$ cat src/rtl/irq_pkg.sv
// Shared constants for the interrupt controller register window.
// Offsets are word indices (CPU address bits [3:2]).
package irq_pkg;

    localparam int IRQ_N_SRC_DEFAULT = 6;

    localparam logic [1:0] IRQ_OFF_PEND   = 2'd0;
    localparam logic [1:0] IRQ_OFF_MASK   = 2'd1;
    localparam logic [1:0] IRQ_OFF_MODE   = 2'd2;
    localparam logic [1:0] IRQ_OFF_ACTIVE = 2'd3;

    localparam int IRQ_ACTIVE_ANY_BIT = 31;

endpackage

$ cat src/rtl/irq_sync.sv
// Source synchroniser and rising-edge detector.
// IRQ_SYNC_EN selects a two-flop synchroniser; otherwise src is used as-is.
module irq_sync
    import irq_pkg::*;
#(
    parameter int N_SRC = IRQ_N_SRC_DEFAULT
) (
    input  logic             clk,
    input  logic             rst,
    input  logic [N_SRC-1:0] src,
    output logic [N_SRC-1:0] level,
    output logic [N_SRC-1:0] rise
);

    logic [N_SRC-1:0] prev;

`ifdef IRQ_SYNC_EN
    logic [N_SRC-1:0] s1;
    logic [N_SRC-1:0] s2;

    // Two-flop synchroniser for the asynchronous source lines
    always_ff @(posedge clk or negedge rst) begin
        if (!rst) begin
            s1 <= '0;
            s2 <= '0;
        end else begin
            s1 <= src;
            s2 <= s1;
        end
    end

    assign level = s2;
`else
    assign level = src;
`endif

    // Previous level, so a rise lasts exactly one cycle
    always_ff @(posedge clk or negedge rst) begin
        if (!rst) begin
            prev <= '0;
        end else begin
            prev <= level;
        end
    end

    assign rise = level & ~prev;

endmodule

$ cat src/rtl/irq_controller.sv
// Interrupt controller: PEND/MASK/MODE registers, W1C, ACTIVE encoder.
// Build with IRQ_SYNC_EN defined to synchronise src through two flops.
module irq_controller
    import irq_pkg::*;
#(
    parameter int N_SRC = IRQ_N_SRC_DEFAULT
) (
    input  logic             clk,
    input  logic             rst,
    input  logic             sel,
    input  logic [1:0]       addr,
    input  logic             write_enable,
    input  logic [31:0]      write_data,
    output logic [31:0]      read_result,
    input  logic [N_SRC-1:0] src,
    output logic [N_SRC-1:0] irq_out
);

    logic [N_SRC-1:0] pend;
    logic [N_SRC-1:0] mask;
    logic [N_SRC-1:0] mode;
    logic [N_SRC-1:0] level;
    logic [N_SRC-1:0] rise;
    logic [N_SRC-1:0] wr_bits;
    logic [N_SRC-1:0] clr;
    logic [N_SRC-1:0] pend_nxt;
    logic [N_SRC-1:0] req;
    logic [N_SRC-1:0] active_oh;
    logic             wr_en;
    logic             wd_unused;

    irq_sync #(
        .N_SRC(N_SRC)
    ) u_sync (
        .clk  (clk),
        .rst  (rst),
        .src  (src),
        .level(level),
        .rise (rise)
    );

    assign wr_en     = sel & write_enable;
    assign wr_bits   = write_data[N_SRC-1:0];
    assign wd_unused = ^write_data;
    assign clr       = (wr_en && addr == IRQ_OFF_PEND) ? wr_bits : '0;

    // Edge bits: a new rise beats a same-cycle clear. Level bits track the line.
    assign pend_nxt = (mode & ((pend & ~clr) | rise)) | (~mode & level);

    assign req = pend & mask;

    // Register state and the registered interrupt outputs
    always_ff @(posedge clk or negedge rst) begin
        if (!rst) begin
            pend    <= '0;
            mask    <= '0;
            mode    <= '0;
            irq_out <= '0;
        end else begin
            pend    <= pend_nxt;
            irq_out <= req;
            if (wr_en && addr == IRQ_OFF_MASK) begin
                mask <= wr_bits;
            end
            if (wr_en && addr == IRQ_OFF_MODE) begin
                mode <= wr_bits;
            end
        end
    end

    // Lowest-index masked pending source, one-hot
    always_comb begin
        active_oh = '0;
        for (int i = N_SRC - 1; i >= 0; i--) begin
            if (req[i]) begin
                active_oh    = '0;
                active_oh[i] = 1'b1;
            end
        end
    end

    // Register read mux; zero when the window is not selected
    always_comb begin
        read_result = '0;
        if (sel) begin
            case (addr)
                IRQ_OFF_PEND:   read_result[N_SRC-1:0] = pend;
                IRQ_OFF_MASK:   read_result[N_SRC-1:0] = mask;
                IRQ_OFF_MODE:   read_result[N_SRC-1:0] = mode;
                IRQ_OFF_ACTIVE: begin
                    read_result[N_SRC-1:0]            = active_oh;
                    read_result[IRQ_ACTIVE_ANY_BIT]   = |req;
                end
                default:        read_result = '0;
            endcase
        end
    end

endmodule
$ cat config.mk
export PLATFORM = sky130hd
export DESIGN_NAME = irq_controller
export DESIGN_NICKNAME = d
export VERILOG_FILES = /design/src/rtl/irq_pkg.sv /design/src/rtl/irq_sync.sv /design/src/rtl/irq_controller.sv
export SDC_FILE = /design/constraint.sdc
export NUM_CORES = 1
export LEC_CHECK = 0
export CAP_MARGIN = 10
export CORE_ASPECT_RATIO = 1.5
export CORE_UTILIZATION = 39
export CTS_CLUSTER_SIZE = 14
export DETAILED_ROUTE_END_ITERATION = 8
export PLACE_DENSITY = 0.86
export SETUP_SLACK_MARGIN = 0.02
export SYNTH_ARGS = -nofsm -noshare
export SYNTH_HDL_FRONTEND = slang
export SYNTH_SLANG_ARGS = --single-unit
$ cat constraint.sdc
create_clock -name clk -period 2.4 [get_ports clk]
set_input_delay 0.72 -clock clk [delete_from_list [all_inputs] [get_ports clk]]
set_output_delay 0.72 -clock clk [all_outputs]
set_load 0.01 [all_outputs]
==> results.cfg <==
[run_status]
outcome = finished, violations left
failed_checks = negative setup slack

[synth]
ys_warn_count = 0
synth_edf_count = 0
synth_area_leaders = dfrtp_1, buf_4, mux2_2, a32o_1, nand2_1
synthCells = 135
synthTopCellsByCount = dfrtp_1, buf_4, nand2_1
syn_area_per_cell_sq_um = 11.3
post-synth-top-count-cell = dfrtp_1
yosys.area.top_type = dfrtp_1
syn_area_sq_um = 1530
synthArstFlopShare_pct = 100
synth_seq_cells = 30
synth_top_cell_area_share_pct = 49.0
yosysSeqAreaShare_pct = 49.0
ys.flop_type = dfrtp_1
synthDistinctLibCells = 33

[floorplanning]
die_w_um = 53.2
die_h_um = 78.8
core_sq_um = 3720
start_util_pct = 41.2
row_count = 27
io_pins = 82
dieArea_sq_um = 4190

[worst_setup_path]
critPathSlowestCell = dfrtp_1
path_class = reg2out
slowest_delay_ns = 0.38
required_ns = 1.68
cp_max_fo = 2
crit_path_cell_trace = a222oi_1 > buf_4 > buf_6 > nand4_1 > a311oi_2 > buf_2
arrival_ns = 1.85
path_buf_inv = 3
reg2reg_slack_ns = 1.50
critPathCaptureType = output pin
critPathTopFamily = compound AO/OA/AOI/OAI gates
cp-start-kind = register

[timing]
finalCritPeriodShare_pct = 107
fin_tns_setup_ns = -0.430
rsz0062_at_grt = yes
min_period_ns = 2.57
finalSetupViolations = 4
finalHoldViolCount = 0
setup_ws_ns = -0.166
finalMaxSlewViolations = 0
max_freq_ghz = 0.390
fin_skew_ns = 0.00739

[route]
drc = 0
met1Wirelength_um = 1100
via_per_inst = 5.06
wl_met2_um = 1830
routedWlPerCell_um = 13.7
top_layer = met4
wl_met3_um = 179
vias = 1179
first_iter_violations = 37
firstDrtPassIters = 4
drtAntennaViolNets = 0
drt-total-wl_um = 3190

[finish]
layout.nets = 233
layout-drive-gt1-share_pct = 32.6
nFillCells = 309
n_antenna_cell = 0
fin_area_sq_um = 2020
syn_to_final_growth_pct = 32.0

[clock_tree]
cts_tree = done
htreeDepth = 2
clockBufferDepth = 2
cts_root_buffer = clkbuf_8
cts.sinks = 30
clk_latency_ns = 0.29
clkSlewWorstSetupHoldPaths_ns = 0.06
cts_buffers = 5

[placed_design]
port_buffers = 30
place_hpwl_um = 2210
place_congestion = 0.782
placed_area_sq_um = 1900

[grt]
grt-ovfl-total = 0
grt_pass1_wl_um = 4910
first_global_vias = 1115
grt_util_all_layers_pct = 16.8
grt_max_degree = 31
antenna_found_initial = 0

[hold_path]
hp-class = reg2reg

[pwr]
irDropWorstVdd_mv = 0.458
p_per_area_nw_per_um2 = 741
leakage_nw = 0.948

[run]
drv_cap = 0
## registers in the layout, summed over array words and instances (netlist names)
| signal | flops |
|---|---|
| mask | 6 |
| irq_out | 6 |
| pend | 6 |
| mode | 6 |
| u_sync.prev | 6 |
## cells in the final DEF, fill, tap and decap left out, types with 2 or more instances in the layout
cell / synthesis / routed
nand2_1: 14 / 14
conb_1: 1 / 25
inv_1: 4 / 3
buf_2: 1 / 8
buf_6: 0 / 2
clkdlybuf4s50_1: 0 / 20
a32o_1: 6 / 6
and2_4: 0 / 2
a311oi_2: 1 / 2
mux2i_1: 4 / 4
nand3_2: 1 / 2
nand3_1: 3 / 2
clkbuf_8: 0 / 6
mux2_2: 12 / 12
nor3_1: 3 / 3
dfrtp_1: 30 / 30
nand2b_1: 2 / 2
and2_1: 5 / 3
a21o_1: 2 / 2
buf_4: 27 / 19
nand3b_1: 2 / 2
## logic make-up (layout without fill, tap and decap cells)
family | Yosys count | in the layout | synth area share, %
buffers and inverters | 32 | 63 | 14.5
and+or+nand+nor | 38 | 38 | 14.0
muxes | 16 | 16 | 11.4
DFF | 30 | 30 | 49.0
other | 1 | 25 | 0.245
AOI/OAI and AO/OA | 18 | 18 | 10.8
## routing by layer
layer	vias to the layer above	GRT usage, %
met3	6	4.79
met1	578	17.0
li1	541	-
met5	-	0
met4	0	11.8
met2	54	28.2
## cell type report
| type | instances | area [sq um] | area share (%) |
|---|---|---|---|
| Multi-Input combinational cell | 97 | 682 | 33.7 |
| Tap cell | 43 | 53.8 | 2.66 |
| Clock buffer | 7 | 86.3 | 4.27 |
| Timing Repair Buffer | 51 | 429 | 21.2 |
| Clock inverter | 1 | 5.00 | 0.248 |
| Sequential cell | 30 | 751 | 37.1 |
| Inverter | 4 | 15.0 | 0.743 |
## report_power, final
| group | switching (mW) | total (mW) | leakage, nW | internal [mW] |
|---|---|---|---|---|
| clock network | 0.179 | 0.409 | 0.0482 | 0.230 |
| registers | 0.0608 | 0.658 | 0.361 | 0.597 |
| logic | 0.186 | 0.431 | 0.539 | 0.245 |
| total | 0.426 | 1.50 | 0.948 | 1.07 |
## final timing paths
| path | endpoint | from | depth (start not counted) |
|---|---|---|---|
| setup / recovery | read_result[4] | mask[2]$_DFFE_PN0P_ | 6 |
| hold reg to reg | mask[4]$_DFFE_PN0P_ | mask[4]$_DFFE_PN0P_ | 1 |
| min in group asynchronous | mode[2]$_DFFE_PN0P_ | rst | 2 |
| setup reg to reg | mask[2]$_DFFE_PN0P_ | mask[2]$_DFFE_PN0P_ | 2 |
| hold / removal | mask[4]$_DFFE_PN0P_ | mask[4]$_DFFE_PN0P_ | 1 |
| max in group asynchronous | u_sync.prev[4]$_DFF_PN0_ | rst | 2 |
## per-stage QoR
| stage | total power, mW | std cells | worst slack (ns) | hold slack [ns] | util (%) |
|---|---|---|---|---|---|
| after detailed placement | 1.06 | 222 | -0.871 | 0.523 | 51.2 |
| final | 1.50 | 233 | -0.166 | 0.530 | 54.4 |
| after CTS | 1.48 | 231 | -0.257 | 0.536 | 53.4 |
| after global routing | 1.58 | 233 | -0.308 | 0.546 | 54.4 |
| after floorplan | 0.881 | 159 | 0.0882 | 0.424 | - |
| after global placement | 1.05 | 222 | -0.892 | 0.505 | 51.2 |
## timing repair
action	4_1_cts	5_1_grt
setup buffers	1	2
setup endpoints to repair	7	6
hold buffers	0	0
gates resized for setup	45	5
pin swaps	6	5
Power figures use the tool's default switching activity.
